==> src/rtl/serial_adder.sv <==
// rtl/serial_adder.sv - bit-serial WIDTH-bit unsigned adder around a one-bit full-adder slice
// Optional signed overflow flag and ovf port: define SERIAL_ADDER_OVF_EN.
module serial_adder #(
    parameter int WIDTH = 8
) (
    input  logic             clk,
    input  logic             rst,
    input  logic             start,
    input  logic [WIDTH-1:0] a,
    input  logic [WIDTH-1:0] b,
    output logic             busy,
    output logic             done,
    output logic [WIDTH-1:0] sum,
    output logic             c_out
`ifdef SERIAL_ADDER_OVF_EN
    ,
    output logic             ovf
`endif
);

    localparam int CNT_W = $clog2(WIDTH) + 1;
    localparam logic [CNT_W-1:0] LAST = CNT_W'(WIDTH - 1);

    typedef enum logic [1:0] {
        IDLE = 2'd0,
        RUN  = 2'd1,
        DONE = 2'd2
    } state_t;

    state_t state, state_nxt;

    logic [WIDTH-1:0] a_sh, b_sh;
    logic             carry;
    logic [CNT_W-1:0] cnt;

    // Full-adder slice fed by the operand LSBs and the carry flop.
    logic x, y, s, co;
    assign x  = a_sh[0];
    assign y  = b_sh[0];
    assign s  = x ^ y ^ carry;
    assign co = (x & y) | ((x ^ y) & carry);

    assign c_out = carry;

    always_ff @(posedge clk) begin
        if (rst) begin
            state <= IDLE;
        end else begin
            state <= state_nxt;
        end
    end

    always_comb begin
        state_nxt = state;
        busy      = 1'b0;
        done      = 1'b0;
        case (state)
            IDLE: begin
                if (start) begin
                    state_nxt = RUN;
                end
            end
            RUN: begin
                busy = 1'b1;
                if (cnt == LAST) begin
                    state_nxt = DONE;
                end
            end
            DONE: begin
                done      = 1'b1;
                state_nxt = IDLE;
            end
            default: begin
                state_nxt = IDLE;
            end
        endcase
    end

    always_ff @(posedge clk) begin
        if (rst) begin
            a_sh  <= '0;
            b_sh  <= '0;
            sum   <= '0;
            carry <= 1'b0;
            cnt   <= '0;
        end else begin
            case (state)
                IDLE: begin
                    if (start) begin
                        a_sh  <= a;
                        b_sh  <= b;
                        sum   <= '0;
                        carry <= 1'b0;
                        cnt   <= '0;
                    end
                end
                RUN: begin
                    a_sh  <= {1'b0, a_sh[WIDTH-1:1]};
                    b_sh  <= {1'b0, b_sh[WIDTH-1:1]};
                    sum   <= {s, sum[WIDTH-1:1]};
                    carry <= co;
                    cnt   <= cnt + 1'b1;
                end
                default: begin
                end
            endcase
        end
    end

`ifdef SERIAL_ADDER_OVF_EN
    // On the MSB cycle, carry is the carry into the MSB and co the carry out of it.
    always_ff @(posedge clk) begin
        if (rst) begin
            ovf <= 1'b0;
        end else if (state == IDLE && start) begin
            ovf <= 1'b0;
        end else if (state == RUN && cnt == LAST) begin
            ovf <= carry ^ co;
        end
    end
`endif

endmodule
==> config.mk <==
export PLATFORM = sky130hd
export DESIGN_NAME = serial_adder
export DESIGN_NICKNAME = d
export VERILOG_FILES = /design/src/rtl/serial_adder.sv
export SDC_FILE = /design/constraint.sdc
export NUM_CORES = 1
export LEC_CHECK = 0
export ABC_AREA = 1
export CORE_ASPECT_RATIO = 0.9
export CORE_MARGIN = 3
export CORE_UTILIZATION = 52
export CTS_BUF_LIST = sky130_fd_sc_hd__clkbuf_4
export CTS_CLUSTER_SIZE = 30
export DETAILED_ROUTE_END_ITERATION = 7
export MAX_ROUTING_LAYER = met4
export PLACE_DENSITY = 0.83
export SETUP_SLACK_MARGIN = 0.05
export SLEW_MARGIN = 10
export SYNTH_ARGS = -nofsm -noshare
export SYNTH_HDL_FRONTEND = slang
export SYNTH_SLANG_ARGS = --single-unit
export TNS_END_PERCENT = 100
==> constraint.sdc <==
create_clock -name clk -period 1.2 [get_ports clk]
set_input_delay 0.24 -clock clk [delete_from_list [all_inputs] [get_ports clk]]
set_output_delay 0.24 -clock clk [all_outputs]
set_load 0.01 [all_outputs]
After elaboration in Yosys (flattened, before gate mapping) --
Cells that the tools add are included.
Storage, ports and cells: register bits 31, input bits 19, output and inout bits 11
Cells by class: add/subtract/negate cells 1, equality and inequality tests 5, mux-type cells 15, bitwise gates (word level) 5, reduce and logical (&&, ||, !) cells 4
Operator list (number):
- 8-bit one-hot mux with 2 select lines | 3
- 8-bit 2-to-1 mux | 3
- 4-bit one-hot mux with 2 select lines | 1
- 4-bit by 1-bit adder with 4-bit output, second input constant | 1
- 4-bit by 3-bit equality test with 1-bit output, second input constant | 1
- 2-bit 2-to-1 mux | 2
- 4-bit 2-to-1 mux | 1
- 2-bit != test, second input constant | 2
- 2-bit one-hot mux with 2 select lines | 1
- 2-bit AND reduction | 2
- 1-bit 2-to-1 mux | 3
- 1-bit AND | 2
- 2-bit by 1-bit equality test with 1-bit output, second input constant | 1
- 2-bit equality test, second input constant | 1
- 2-bit logical NOT | 1
- 1-bit one-hot mux with 2 select lines | 1
- 2-bit nonzero test | 1
- 1-bit bitwise XOR | 2
- 1-bit bitwise OR | 1

Longest topological paths before layout --
depth in word-level cells 4, gate-level depth with buffers 7

Worst setup path after synthesis --
OpenSTA, ideal clock, no wires.
path type reg-to-reg, start reg carry (netlist: c_out), end reg sum[7], library setup time 69 ps, arrival 1001 ps, slack 130 ps, cell stages (with the launch flop) 4, clock period less this slack 1070 ps, path through dfxtp_1 fa_1 nand3_1 o21ai_1
Between the ends: longest elaborated chain between the ends 2
Ends and longest elaborated chain:
- start, declared | line 33 | logic carry;
- start signal, assigned | line 101 | carry <= co;
- 1-bit bitwise XOR | line 40 | assign s = x ^ y ^ carry;
- 8-bit one-hot mux with 2 select lines | line 87 | case (state)
- end signal, assigned | line 100 | sum <= {s, sum[WIDTH-1:1]};
- end, declared | line 13 | output logic [WIDTH-1:0] sum,
No other way between the ends. A chain may end at the register's enable or synchronous reset.

Worst setup path after layout --
start in start, end reg b_sh[7]
Between the ends: longest elaborated chain between the ends 2
Ends and longest elaborated chain:
- start, declared | line 8 | input logic start,
- 2-bit != test (no source line)
- 2-bit AND reduction (no source line)
- end signal, assigned | line 99 | b_sh <= {1'b0, b_sh[WIDTH-1:1]};
- end, declared | line 32 | logic [WIDTH-1:0] a_sh, b_sh;
No other way between the ends.

==> Flow_metrics.wiki <==
{| class="wikitable"
! Metric !! Value
|-
| Clock Root Buffer || sky130_fd_sc_hd__clkbuf_4
|-
| Transition at the pin with the smallest max-transition slack || between 200 and 250 ps
|-
| Post-Route WL || 3.97 mm
|-
| Synth Cell Area || 1390 sq um
|-
| Post-synth EDFFs || 0
|-
| Setup-failing EPs final || 3
|-
| Count of hold buffers inserted by post-cts repair || 0
|-
| Hold Path Origin || sum[0]$_SDFFE_PP0P_
|-
| Power per unit of standard cell area || 1080 nW/um^2
|-
| Leakage || between 0.8 and 0.9 nW
|-
| Ys flop type || sky130_fd_sc_hd__dfxtp_1
|-
| Worst Skew || approximately 9.9 ps
|-
| Worst endpoint required time || ~1500 ps
|-
| Critical Path Source Type || input port
|-
| Netlist cell types || 21
|-
| Number of violations reported at the end of detailed-routing iteration 0 || 115
|-
| Type of the setup path with the least slack || in -> reg
|-
| Violated checks || negative setup slack
|-
| Number of warnings issued by yosys || 0
|-
| Stage delay of the slowest cell on the critical path || around 530 ps
|-
| Most common library cell in the layout ignoring fill and taps || sky130_fd_sc_hd__nand2_1
|-
| Growth of design area from synthesis to finish || 43.3%
|-
| Overall die height || 55.1 microns
|-
| Arr. time, crit path || 1500 ps
|-
| Maximum buffer depth of the clock tree || 2
|-
| Number of placement rows || 17
|-
| Post-synthesis register bit count || 31
|-
| Die extent in x || slightly above 60 microns
|-
| H-tree depth reported by CTS || 2
|-
| Proportion of synthesized chip area in sequential cells || 44.5%
|-
| Fraction of registers with async set or reset after synthesis || 0%
|-
| Critical Path Source || start
|-
| Highest clock frequency the design can meet || 819 MHz
|-
| Worst IR drop on VDD || just under 0.8 mV
|-
| Cell with the most instances on the worst path || sky130_fd_sc_hd__nand2_1
|-
| Final cycle utilization of the critical path || 102%
|-
| Routed via count divided by cell count || 5.44
|-
| Pre-CTS setup slack || -240 ps
|-
| Maximum number of pins on one net before global-route repair || 25
|-
| Placeable core area || 2510 sq um
|-
| Global-route wire length before repair || approximately 5.6 mm
|-
| Fraction of layout instances using a drive strength above 1 || 30.1%
|-
| Clock latency on the worst-skew pair || 340 ps
|-
| Port Buf Inserts || 29
|-
| Worst rel slew slack || 86.0%
|-
| Number of clock sinks || 31
|-
| Count of antenna diodes in the layout || 0
|-
| Clock transition at the register clock pins on the worst setup and hold paths after CTS || 100 ps
|-
| Run status || finished with violations
|-
| Starting density of the core || between 50% and 60%
|-
| Final-layout fill cell count || 173
|-
| Synthesized instance count || 205
|-
| CTS buffer count || 5
|-
| Routed length per placed instance || 14.3 microns
|-
| Top Ports || 30
|-
| Hold Vio Cnt, Final || 0
|-
| Commonest non-fill, non-tap cells in the layout || 45 x sky130_fd_sc_hd__nand2_1, 39 x sky130_fd_sc_hd__nor2_1, 21 x sky130_fd_sc_hd__dfxtp_1
|-
| Worst R2R Start || state[1]$_SDFFE_PP0P_
|-
| Total die area || around 3300 sq um
|-
| Final layout net count || 269
|-
| Cell with the largest stage delay on the worst path || sky130_fd_sc_hd__clkdlybuf4s50_1
|-
| Highest net fanout along the worst path || 15
|-
| DR pass1 iterations || 4
|-
| Via total after detailed routing || 1507
|-
| Shortest clock period the worst path allows after layout || 1220 ps
|-
| Unrepaired setup endpoints after global routing || true
|-
| Initial antenna violation count || 0
|-
| Global route total overflow || 0
|-
| Final slew viol count || 0
|-
| Crit path setup slack, layout || -20.6 ps
|-
| Placed wire-length estimate after detailed placement || about 2.3 mm
|-
| Last weighted congestion value of the routability-driven placer || 0.801
|-
| Power after layout || 2.15 mW
|-
| Post-synthesis area per instance || 6.80 sq um
|-
| Critical Path Sink Type || register
|-
| Remaining routing DRC violations || 0
|-
| Type of the most critical hold path || reg -> reg
|-
| Total global routing track utilization || about 24%
|-
| Antenna violation net count after detailed routing || 0
|-
| Number of global-route vias before repair || about 1300
|-
| Count of buffer and inverter cells on the critical path || 3
|-
| Max-Cap Viols || 0
|-
| Top delay family on crit path || buffers and inverters
|-
| CTS tree || done
|-
| Cell Chain, Critical Path || clkdlybuf4s50_1, buf_4, nand2_1, inv_1, nand2_1, a21oi_1
|-
| Syn_nets || 226
|}
per-layer routing:
metal | GRT usage, % | share of wire (%) | wire length (microns) | vias up
li1 | - | - | - | 729
met1 | 26.7 | 40 | 1570 | 710
met2 | 40.4 | 52 | 2050 | 63
met3 | 7.19 | 7.4 | 293 | 5
met4 | 11.6 | 1.3 | 51 | 0
met5 | - | 0 | 0 | -
worst reg2reg max path: cells and delay by family, from the launching register on:
kind                   cells  cell delay, ps
AOI/OAI and AO/OA          1             130
DFF                        1             370
and+or+nand+nor            3             390
buffers and inverters      2             260
logic make-up after synthesis:
family                     after synthesis  synth area share [%]
DFF                                     31                  44.5
AOI/OAI and AO/OA                       17                  6.46
adders and majority gates                2                  2.33
and+or+nand+nor                        123                  36.8
buffers and inverters                   32                  9.87
final cells by class:
| type | count | area, sq um | area share [%] |
|---|---|---|---|
| clock buffer | 7 | 52.6 | 2.63 |
| multi-input combinational | 143 | 751 | 37.6 |
| sequential | 31 | 636 | 31.8 |
| inverter | 20 | 75.1 | 3.76 |
| tap | 28 | 35.0 | 1.75 |
| clock inverter | 1 | 5.00 | 0.251 |
| timing repair buffer | 47 | 443 | 22.2 |
power by group:
group	leakage [nW]	switching (mW)	internal [mW]
Clock	0.0361	0.358	0.273
Sequential	0.258	0.0275	1.07
Combinational	0.605	0.221	0.198
sequential cells by signal (all words and copies together), names as in the netlist:
| name | count |
|---|---|
| sum | 8 |
| cnt | 4 |
| c_out | 1 |
| state | 2 |
| a_sh | 8 |
| b_sh | 8 |
Yosys cell counts (2+ instances only):
| library cell | instances | area [sq um] |
|---|---|---|
| sky130_fd_sc_hd__nand2_1 | 50 | 188 |
| sky130_fd_sc_hd__nor2_1 | 40 | 150 |
| sky130_fd_sc_hd__dfxtp_1 | 31 | 621 |
| sky130_fd_sc_hd__nand3_1 | 28 | 140 |
| sky130_fd_sc_hd__inv_1 | 18 | 67.6 |
| sky130_fd_sc_hd__buf_2 | 7 | 35.0 |
| sky130_fd_sc_hd__o21ai_1 | 6 | 30.0 |
| sky130_fd_sc_hd__a21oi_1 | 5 | 25.0 |
| sky130_fd_sc_hd__o22ai_1 | 4 | 25.0 |
| sky130_fd_sc_hd__clkbuf_1 | 2 | 7.51 |
| sky130_fd_sc_hd__inv_2 | 2 | 7.51 |
| sky130_fd_sc_hd__nand2_2 | 2 | 12.5 |
| sky130_fd_sc_hd__o21ai_0 | 2 | 10.0 |
timing repair:
item	4_1_cts	5_1_grt
setup buffers	3	2
pin swaps	2	5
endpoints found under the setup margin	39	39
resized for setup	51	34
gates cloned	1	1
through the flow:
stage / area [sq um] / cells / hold slack, ps / util (%) / setup TNS (ps)
global route: 2000 / 277 / 484 / 79.6 / -549
detailed placement: 1770 / 262 / 463 / 70.6 / -5890
finish: 2000 / 277 / 468 / 79.6 / -30.4
global placement: 1770 / 262 / 455 / 70.6 / -4980
floorplan: 1390 / 205 / 383 / - / 0
CTS: 1890 / 274 / 475 / 75.2 / -45.2
path summary, 6_finish.rpt:
| path | endpoint | slack, ps | cells past startpoint |
|---|---|---|---|
| max | b_sh[7]$_SDFFE_PP0P_ | -20 | 6 |
| min | sum[0]$_SDFFE_PP0P_ | 470 | 2 |
| max reg2reg | b_sh[7]$_SDFFE_PP0P_ | 0 | 6 |
| min reg2reg | sum[0]$_SDFFE_PP0P_ | 470 | 2 |
(Power assumes the default switching activity.)
